<file path="src/rtl/tone_pkg.sv">
`default_nettype none
// ============================================================================
//  Module      : tone_pkg
//  Description : Shared types and constants for the tone sequencer: note
//                names, the Do..Do' frequency table (Hz) and the sequencer
//                state encoding.
//  Revision    : 1.0 - initial release
// ============================================================================
package tone_pkg;

    typedef enum logic [2:0] {
        DO    = 3'd0,
        RE    = 3'd1,
        MI    = 3'd2,
        FA    = 3'd3,
        SO    = 3'd4,
        LA    = 3'd5,
        SI    = 3'd6,
        DO_HI = 3'd7
    } note_t;

    // Packed so that NOTE_FREQ[i] selects entry i; element 7 is leftmost.
    localparam logic [7:0][31:0] NOTE_FREQ = {
        32'd1046, 32'd987, 32'd880, 32'd783,
        32'd698,  32'd659, 32'd587, 32'd523
    };

    typedef enum logic [1:0] {
        IDLE   = 2'd0,
        MANUAL = 2'd1,
        AUTO   = 2'd2
    } seq_state_t;

endpackage
`default_nettype wire

</file>
<file path="src/rtl/dwell_timer.sv">
`default_nettype none
// ============================================================================
//  Module      : dwell_timer
//  Description : Counts 0 .. DWELL_CYCLES-1 while enabled and raises tick for
//                one cycle at the terminal count, then wraps to 0.
//  Ports       : in_clk  - clock (rising edge)
//                rst_n   - asynchronous active-low reset
//                clr     - synchronous clear, wins over en
//                en      - count enable
//                tick    - terminal-count pulse (combinational from count)
//  Revision    : 1.0 - initial release
// ============================================================================
module dwell_timer #(
    parameter int DWELL_CYCLES = 25_000_000
) (
    input  logic in_clk,
    input  logic rst_n,
    input  logic clr,
    input  logic en,
    output logic tick
);

    localparam int                 c_cnt_w = $clog2(DWELL_CYCLES);
    localparam logic [c_cnt_w-1:0] c_last  = c_cnt_w'(DWELL_CYCLES - 1);

    logic [c_cnt_w-1:0] r_cnt;

    assign tick = en && (r_cnt == c_last);

    always_ff @(posedge in_clk or negedge rst_n) begin
        if (!rst_n) begin
            r_cnt <= '0;
        end else if (clr) begin
            r_cnt <= '0;
        end else if (en) begin
            r_cnt <= tick ? '0 : r_cnt + 1'b1;
        end
    end

endmodule
`default_nettype wire

</file>
<file path="src/rtl/tone_sequencer.sv">
`default_nettype none
// ============================================================================
//  Module      : tone_sequencer
//  Description : Selects the note frequency fed to the tone divider. Manual
//                mode follows note_sel; auto mode scans the 8-note scale with
//                a fixed dwell per note. All outputs are registered.
//  Ports       : in_clk, rst_n (async, active-low)
//                play, auto_en, dir, note_sel[2:0]   - controls
//                freq_out[31:0]  - Hz, 0 when muted
//                note_idx[2:0]   - index currently sounding
//                note_valid      - freq_out non-zero
//                note_strobe     - pulse on a new non-zero freq_out
//  Config      : TONE_SEQ_PINGPONG_EN - auto scan bounces at 0/7 instead of
//                wrapping; scan direction latched from dir on AUTO entry.
//  Revision    : 1.0 - initial release
// ============================================================================
module tone_sequencer #(
    parameter int DWELL_CYCLES = 25_000_000
) (
    input  logic        in_clk,
    input  logic        rst_n,
    input  logic        play,
    input  logic        auto_en,
    input  logic        dir,
    input  logic [2:0]  note_sel,
    output logic [31:0] freq_out,
    output logic [2:0]  note_idx,
    output logic        note_valid,
    output logic        note_strobe
);
    import tone_pkg::*;

    seq_state_t  r_state;
    seq_state_t  w_state_nxt;
    logic        w_auto_entry;
    logic        w_en;
    logic        w_tick;
    logic [2:0]  w_step_idx;
    logic [2:0]  w_idx_nxt;
    logic [31:0] w_freq_nxt;

    // ---------------------------------------------------------------- FSM
    always_comb begin
        w_state_nxt = r_state;
        case (r_state)
            IDLE:    if (play) w_state_nxt = auto_en ? AUTO : MANUAL;
            MANUAL:  if (!play) w_state_nxt = IDLE;
                     else if (auto_en) w_state_nxt = AUTO;
            AUTO:    if (!play) w_state_nxt = IDLE;
                     else if (!auto_en) w_state_nxt = MANUAL;
            default: w_state_nxt = IDLE;
        endcase
    end

    always_ff @(posedge in_clk or negedge rst_n) begin
        if (!rst_n) r_state <= IDLE;
        else        r_state <= w_state_nxt;
    end

    // Dwell runs only while staying in AUTO; any other cycle (including
    // entry and a simultaneous mute) holds it at zero, so a mute on the
    // terminal cycle can never step the index.
    assign w_auto_entry = (w_state_nxt == AUTO) && (r_state != AUTO);
    assign w_en         = (w_state_nxt == AUTO) && (r_state == AUTO);

    dwell_timer #(
        .DWELL_CYCLES(DWELL_CYCLES)
    ) u_dwell_timer (
        .in_clk(in_clk),
        .rst_n (rst_n),
        .clr   (!w_en),
        .en    (w_en),
        .tick  (w_tick)
    );

    // ---------------------------------------------------------- stepping
`ifdef TONE_SEQ_PINGPONG_EN
    logic r_dir_dn;
    logic w_dir_flip;

    always_comb begin
        w_step_idx = note_idx;
        w_dir_flip = 1'b0;
        if (!r_dir_dn) begin
            if (note_idx == 3'd7) begin
                w_step_idx = 3'd6;
                w_dir_flip = 1'b1;
            end else begin
                w_step_idx = note_idx + 3'd1;
            end
        end else begin
            if (note_idx == 3'd0) begin
                w_step_idx = 3'd1;
                w_dir_flip = 1'b1;
            end else begin
                w_step_idx = note_idx - 3'd1;
            end
        end
    end

    always_ff @(posedge in_clk or negedge rst_n) begin
        if (!rst_n) begin
            r_dir_dn <= 1'b0;
        end else if (w_auto_entry) begin
            r_dir_dn <= dir;
        end else if (w_en && w_tick && w_dir_flip) begin
            r_dir_dn <= ~r_dir_dn;
        end
    end
`else
    // 3-bit arithmetic gives the 7->0 / 0->7 wrap for free.
    always_comb begin
        w_step_idx = dir ? (note_idx - 3'd1) : (note_idx + 3'd1);
    end
`endif

    // ------------------------------------------------------ index / freq
    always_comb begin
        w_idx_nxt = note_idx;
        case (w_state_nxt)
            MANUAL: w_idx_nxt = note_sel;
            AUTO: begin
                if (w_auto_entry)  w_idx_nxt = note_sel;
                else if (w_tick)   w_idx_nxt = w_step_idx;
            end
            default: w_idx_nxt = note_idx;
        endcase
    end

    assign w_freq_nxt = (w_state_nxt == IDLE) ? 32'd0 : NOTE_FREQ[w_idx_nxt];

    always_ff @(posedge in_clk or negedge rst_n) begin
        if (!rst_n) begin
            note_idx    <= 3'd0;
            freq_out    <= 32'd0;
            note_valid  <= 1'b0;
            note_strobe <= 1'b0;
        end else begin
            note_idx    <= w_idx_nxt;
            freq_out    <= w_freq_nxt;
            note_valid  <= (w_state_nxt != IDLE);
            note_strobe <= (w_freq_nxt != 32'd0) && (w_freq_nxt != freq_out);
        end
    end

endmodule
`default_nettype wire

</file>
<file path="config.mk">
export PLATFORM = sky130hd
export DESIGN_NAME = tone_sequencer
export DESIGN_NICKNAME = d
export VERILOG_FILES = /design/src/rtl/tone_pkg.sv /design/src/rtl/dwell_timer.sv /design/src/rtl/tone_sequencer.sv
export SDC_FILE = /design/constraint.sdc
export NUM_CORES = 1
export LEC_CHECK = 0
export ABC_AREA = 1
export BUFFER_PORTS_ARGS = -buffer_cell sky130_fd_sc_hd__buf_2
export CORE_MARGIN = 1
export CORE_UTILIZATION = 50
export CTS_BUF_LIST = sky130_fd_sc_hd__clkbuf_2 sky130_fd_sc_hd__clkbuf_4 sky130_fd_sc_hd__clkbuf_8
export DETAILED_ROUTE_END_ITERATION = 8
export PLACE_DENSITY = 0.69
export SYNTH_ARGS = -nofsm -noshare
export SYNTH_HDL_FRONTEND = slang
export SYNTH_SLANG_ARGS = --single-unit
</file>
<file path="constraint.sdc">
create_clock -name in_clk -period 4.84 [get_ports in_clk]
set_clock_uncertainty 0.05 [all_clocks]
set_input_delay 0.968 -clock in_clk [delete_from_list [all_inputs] [get_ports in_clk]]
set_output_delay 0.968 -clock in_clk [all_outputs]
set_load 0.05 [all_outputs]
</file>
==> impl_results.md <==
- Clock Pin Slew Worst Setup and Hold Paths: roughly 0.09 ns
- Number of synthesized register bits: 43
- Core Region: 5510 µm²
- Switching share of power: 0.361
- Insertion delay of the later-clocked pin in the worst-skew pair: 0.30 ns
- Average routed wire per standard cell: 11.6 µm
- Int Power: 646 µW
- Maximum achievable frequency: 283 MHz
- Post-layout nets: 419
- Antenna Violating Nets Remaining: 0
- Total track usage: 0.206
- Global placement routability congestion: approximately 0.77
- Vias per cell: roughly 4.8
- Number of buffer cells added on primary ports: 23
- Setup bufs post-CTS: 0
- Reg area: 1080 µm²
- Final max-slew violation count: 0
- Leakage power: about 0.0016 µW
- Area of the mapped netlist: 2860 µm²
- I/O pins: between 40 and 50
- Final critical delay including setup and external delays: approximately 3.5 ns
- Launch point of the worst reg-to-reg path: r_state[0]$_DFF_PN0_
- Wire length of the first global-routing pass: 9600 µm
- Setup-failing EPs final: 0
- Die Span X: 77.6 µm
- Clock root cell: sky130_fd_sc_hd__clkbuf_8
- Syn Area/Cell: 7.61 µm²
- Relative contribution of the clock network to total power: 0.335
- Number of buffers inserted by hold repair at cts: 0
- Total count of hold-check failures in the final report: 0
- Number of vias in the routed layout: 2272
- Clock tree from TritonCTS: done
- Relative contribution of sequential cells to total power: 0.391
- Power density normalized to cell area: 327 nW/µm²
- Final Worst Setup Slack: 1.31 ns
- Final worst-path cycle share: 0.730
- Sequential-to-total area share from yosys stat: 0.377
- Maximum Capacitance Violations: 0
- Antenna violations before repair: 0
- Final standard cell count with taps included and fillers excluded: 473
- RSZ-0062 raised after global routing: no
- Effective utilization at floorplan: 0.519
- Outcome: completed
- First-pass iteration count of the detailed router: 4
- Setup TNS: 0 ns
- Share of total power in combinational logic: 0.274
- Critical Path Start: play
- Distinct cell type count of the synthesized netlist: 37
- Area of combinational cells with multiple inputs: 1440 µm²
- Die area: 6020 µm²
- Number of buffers inserted during clock tree synthesis: 5
- Fraction of layout instances using a drive strength above 1: 0.190
- Data required, critical path: 4.98 ns
- Kind of end point of the critical path: flop
- Detailed placer's ending HPWL: 4130 µm
- First DRT Iteration DRCs: 96
- Fill count: 524
- Mapped Cells: 375
- Vert. Die Dim: 77.6 µm
- Number of resized instances in the post-cts repair step: 0
- Ant. Diodes: 0
- Top fanout value on the critical path: 14
- Class of the worst hold path: flop to flop
- Overall overflow remaining after global route: 0
- Wirelength, routed: 5490 µm
- Worst slew pin tran: roughly 0.98 ns
- Area after DPL: 2950 µm²
- Buffers from clock root to sink, at most: 2
- Total number of yosys warnings: 0
- Hold path startpoint: u_dwell_timer.r_cnt[0]$_DFF_PN0_
- # clock sinks: between 40 and 50
- Cell count after placement: 465
- Max-Slew Margin vs Limit: 0.348
- Post-Place Setup Slack: 0.977 ns
- Worst Path Class, Setup: primary input to flop
- Maximum number of pins on one net before global-route repair: 44
- VDD IR-drop max: around 210 µV
- Arrival time at the worst endpoint: 3.67 ns
- H-tree depth: 2
- Overall Power: a little over 1000 µW
- Vias in the first global route: approximately 2100
- Growth of design area from synthesis to finish: 8.24%
- Floorplan row count: 27
- DRC Markers: 0
- Element type at the critical path start: primary input
- Net switching component of the power: 365 µW
- Design area: roughly 3100 µm²
stage by stage:
stage,utilization,hold WS [ns]
final,0.561,0.420
after global routing,0.561,0.452
after CTS,0.561,0.419
after detailed placement,0.536,0.408
after global placement,0.536,0.400
after floorplan,-,0.383
sequential cells by signal (all words and copies together) (netlist names):
name and cells:
u_dwell_timer.r_cnt 25, freq_out 11, r_state 2, note_strobe 1, note_idx 3, note_valid 1
layer usage:
| layer | part of all wire | wire (µm) | track usage |
|---|---|---|---|
| met1 | 0.52 | 2830 | 0.278 |
| met3 | 0.031 | 168 | 0.0412 |
| met5 | 0 | 0 | 0 |
| met4 | 0.017 | 93 | 0.0774 |
| met2 | 0.44 | 2400 | 0.324 |
cell usage after synthesis:
cell type                  number  area (µm²)
sky130_fd_sc_hd__nand2_1       92         345
sky130_fd_sc_hd__inv_1         54         203
sky130_fd_sc_hd__dfrtp_1       43        1080
sky130_fd_sc_hd__nor2_1        28         105
sky130_fd_sc_hd__nand3_1       22         110
sky130_fd_sc_hd__buf_4         21         158
sky130_fd_sc_hd__a21oi_1       16        80.1
sky130_fd_sc_hd__nand2_2       11        68.8
sky130_fd_sc_hd__ha_1          10         125
sky130_fd_sc_hd__nand4_1        9        56.3
sky130_fd_sc_hd__nand3_2        7        70.1
sky130_fd_sc_hd__inv_2          6        22.5
sky130_fd_sc_hd__nor2_2         6        37.5
sky130_fd_sc_hd__nor2_4         6        67.6
sky130_fd_sc_hd__nor3_1         6        30.0
sky130_fd_sc_hd__o21ai_0        6        30.0
sky130_fd_sc_hd__nand3b_1       4        30.0
sky130_fd_sc_hd__nand4_2        3        37.5
sky130_fd_sc_hd__xor2_1         3        26.3
sky130_fd_sc_hd__clkbuf_1       2        7.51
sky130_fd_sc_hd__nor3_2         2        20.0
sky130_fd_sc_hd__nor3b_1        2        15.0
sky130_fd_sc_hd__o21a_1         2        15.0
sky130_fd_sc_hd__a211oi_1       1        7.51
sky130_fd_sc_hd__a21oi_2        1        8.76
sky130_fd_sc_hd__a31oi_1        1        6.26
sky130_fd_sc_hd__buf_2          1        5.00
sky130_fd_sc_hd__buf_6          1        11.3
sky130_fd_sc_hd__clkinv_1       1        3.75
sky130_fd_sc_hd__conb_1         1        3.75
sky130_fd_sc_hd__fa_1           1        20.0
sky130_fd_sc_hd__nand2_4        1        11.3
sky130_fd_sc_hd__nor3b_2        1        12.5
sky130_fd_sc_hd__nor4_1         1        6.26
sky130_fd_sc_hd__or2_2          1        6.26
sky130_fd_sc_hd__or4_1          1        7.51
sky130_fd_sc_hd__xnor2_1        1        8.76
power groups by stage:
stage	clock (µW)	sequential (µW)	combinational [µW]
5_1_grt	360	397	307
3_3_place_gp	0	401	269
4_1_cts	345	395	276
3_5_place_dp	0	402	275
2_1_floorplan	0	463	169
6_report	339	395	277
logic make-up (layout without fill, tap and decap cells):
group	Yosys count	count (layout)	share of synthesized area
AOI/OAI and AO/OA	27	27	0.0517
other	1	21	0.00131
and+or+nand+nor	203	203	0.363
xor gates and xnor gates	4	4	0.0123
DFF	43	43	0.377
buffers and inverters	86	92	0.144
adders and majority gates	11	11	0.0508
cell type report:
cell class / count / area share
timing repair buffer: 23 / 0.0372
inverter: 61 / 0.0741
tap: 72 / 0.0291
multi-input combinational: 266 / 0.467
clock buffer: 5 / 0.0223
clock inverter: 3 / 0.0219
sequential: 43 / 0.348
layout by cell type, fill, tap and decap left out, types with 2 or more instances in the layout:
cell,instances
sky130_fd_sc_hd__ha_1,10
sky130_fd_sc_hd__conb_1,21
sky130_fd_sc_hd__clkbuf_8,5
sky130_fd_sc_hd__xor2_1,3
sky130_fd_sc_hd__nor3b_1,2
sky130_fd_sc_hd__a21oi_1,16
sky130_fd_sc_hd__inv_1,54
sky130_fd_sc_hd__nor3_1,6
sky130_fd_sc_hd__nand3_2,7
sky130_fd_sc_hd__nand3_1,22
sky130_fd_sc_hd__dfrtp_1,43
sky130_fd_sc_hd__nor3_2,2
sky130_fd_sc_hd__nor2_4,6
sky130_fd_sc_hd__bufinv_16,2
sky130_fd_sc_hd__nand2_1,92
sky130_fd_sc_hd__nand3b_1,4
sky130_fd_sc_hd__o21a_1,2
sky130_fd_sc_hd__nor2_2,6
sky130_fd_sc_hd__o21ai_0,6
sky130_fd_sc_hd__inv_2,6
sky130_fd_sc_hd__nand2_2,11
sky130_fd_sc_hd__nand4_2,3
sky130_fd_sc_hd__nand4_1,9
sky130_fd_sc_hd__buf_2,23
sky130_fd_sc_hd__nor2_1,28
worst paths after layout:
kind | depth (start not counted) | end | slack, ns
setup / recovery | 24 | note_strobe$_DFF_PN0_ | 1.31
hold / removal | 1 | u_dwell_timer.r_cnt[0]$_DFF_PN0_ | 0.42
setup reg to reg | 24 | note_strobe$_DFF_PN0_ | 1.60
hold reg to reg | 1 | u_dwell_timer.r_cnt[0]$_DFF_PN0_ | 0.42
max in group asynchronous | 1 | freq_out[5]$_DFF_PN0_ | 3.37
min in group asynchronous | 1 | u_dwell_timer.r_cnt[11]$_DFF_PN0_ | 0.77
critical path, cell delays in order:
cell and delay, ns:
sky130_fd_sc_hd__buf_2 0.09, sky130_fd_sc_hd__nand3_1 0.12, sky130_fd_sc_hd__inv_1 0.10, sky130_fd_sc_hd__ha_1 0.20, sky130_fd_sc_hd__inv_2 0.06, sky130_fd_sc_hd__nor2_4 0.16, sky130_fd_sc_hd__nand2_2 0.08, sky130_fd_sc_hd__nor2_4 0.13
sky130_fd_sc_hd__nand2_2 0.08, sky130_fd_sc_hd__nand2_2 0.25, sky130_fd_sc_hd__nand2_1 0.09, sky130_fd_sc_hd__nand2_1 0.09, sky130_fd_sc_hd__nand2_1 0.14, sky130_fd_sc_hd__ha_1 0.26, sky130_fd_sc_hd__nor2_1 0.22, sky130_fd_sc_hd__nand3_2 0.11
sky130_fd_sc_hd__nand2_1 0.08, sky130_fd_sc_hd__nand2_1 0.05, sky130_fd_sc_hd__clkinv_1 0.04, sky130_fd_sc_hd__nand2_1 0.04, sky130_fd_sc_hd__nor2_1 0.09, sky130_fd_sc_hd__nand2_1 0.06, sky130_fd_sc_hd__nor2_1 0.09, sky130_fd_sc_hd__a21oi_1 0.07
No activity file was read; power rests on OpenSTA's default activity.
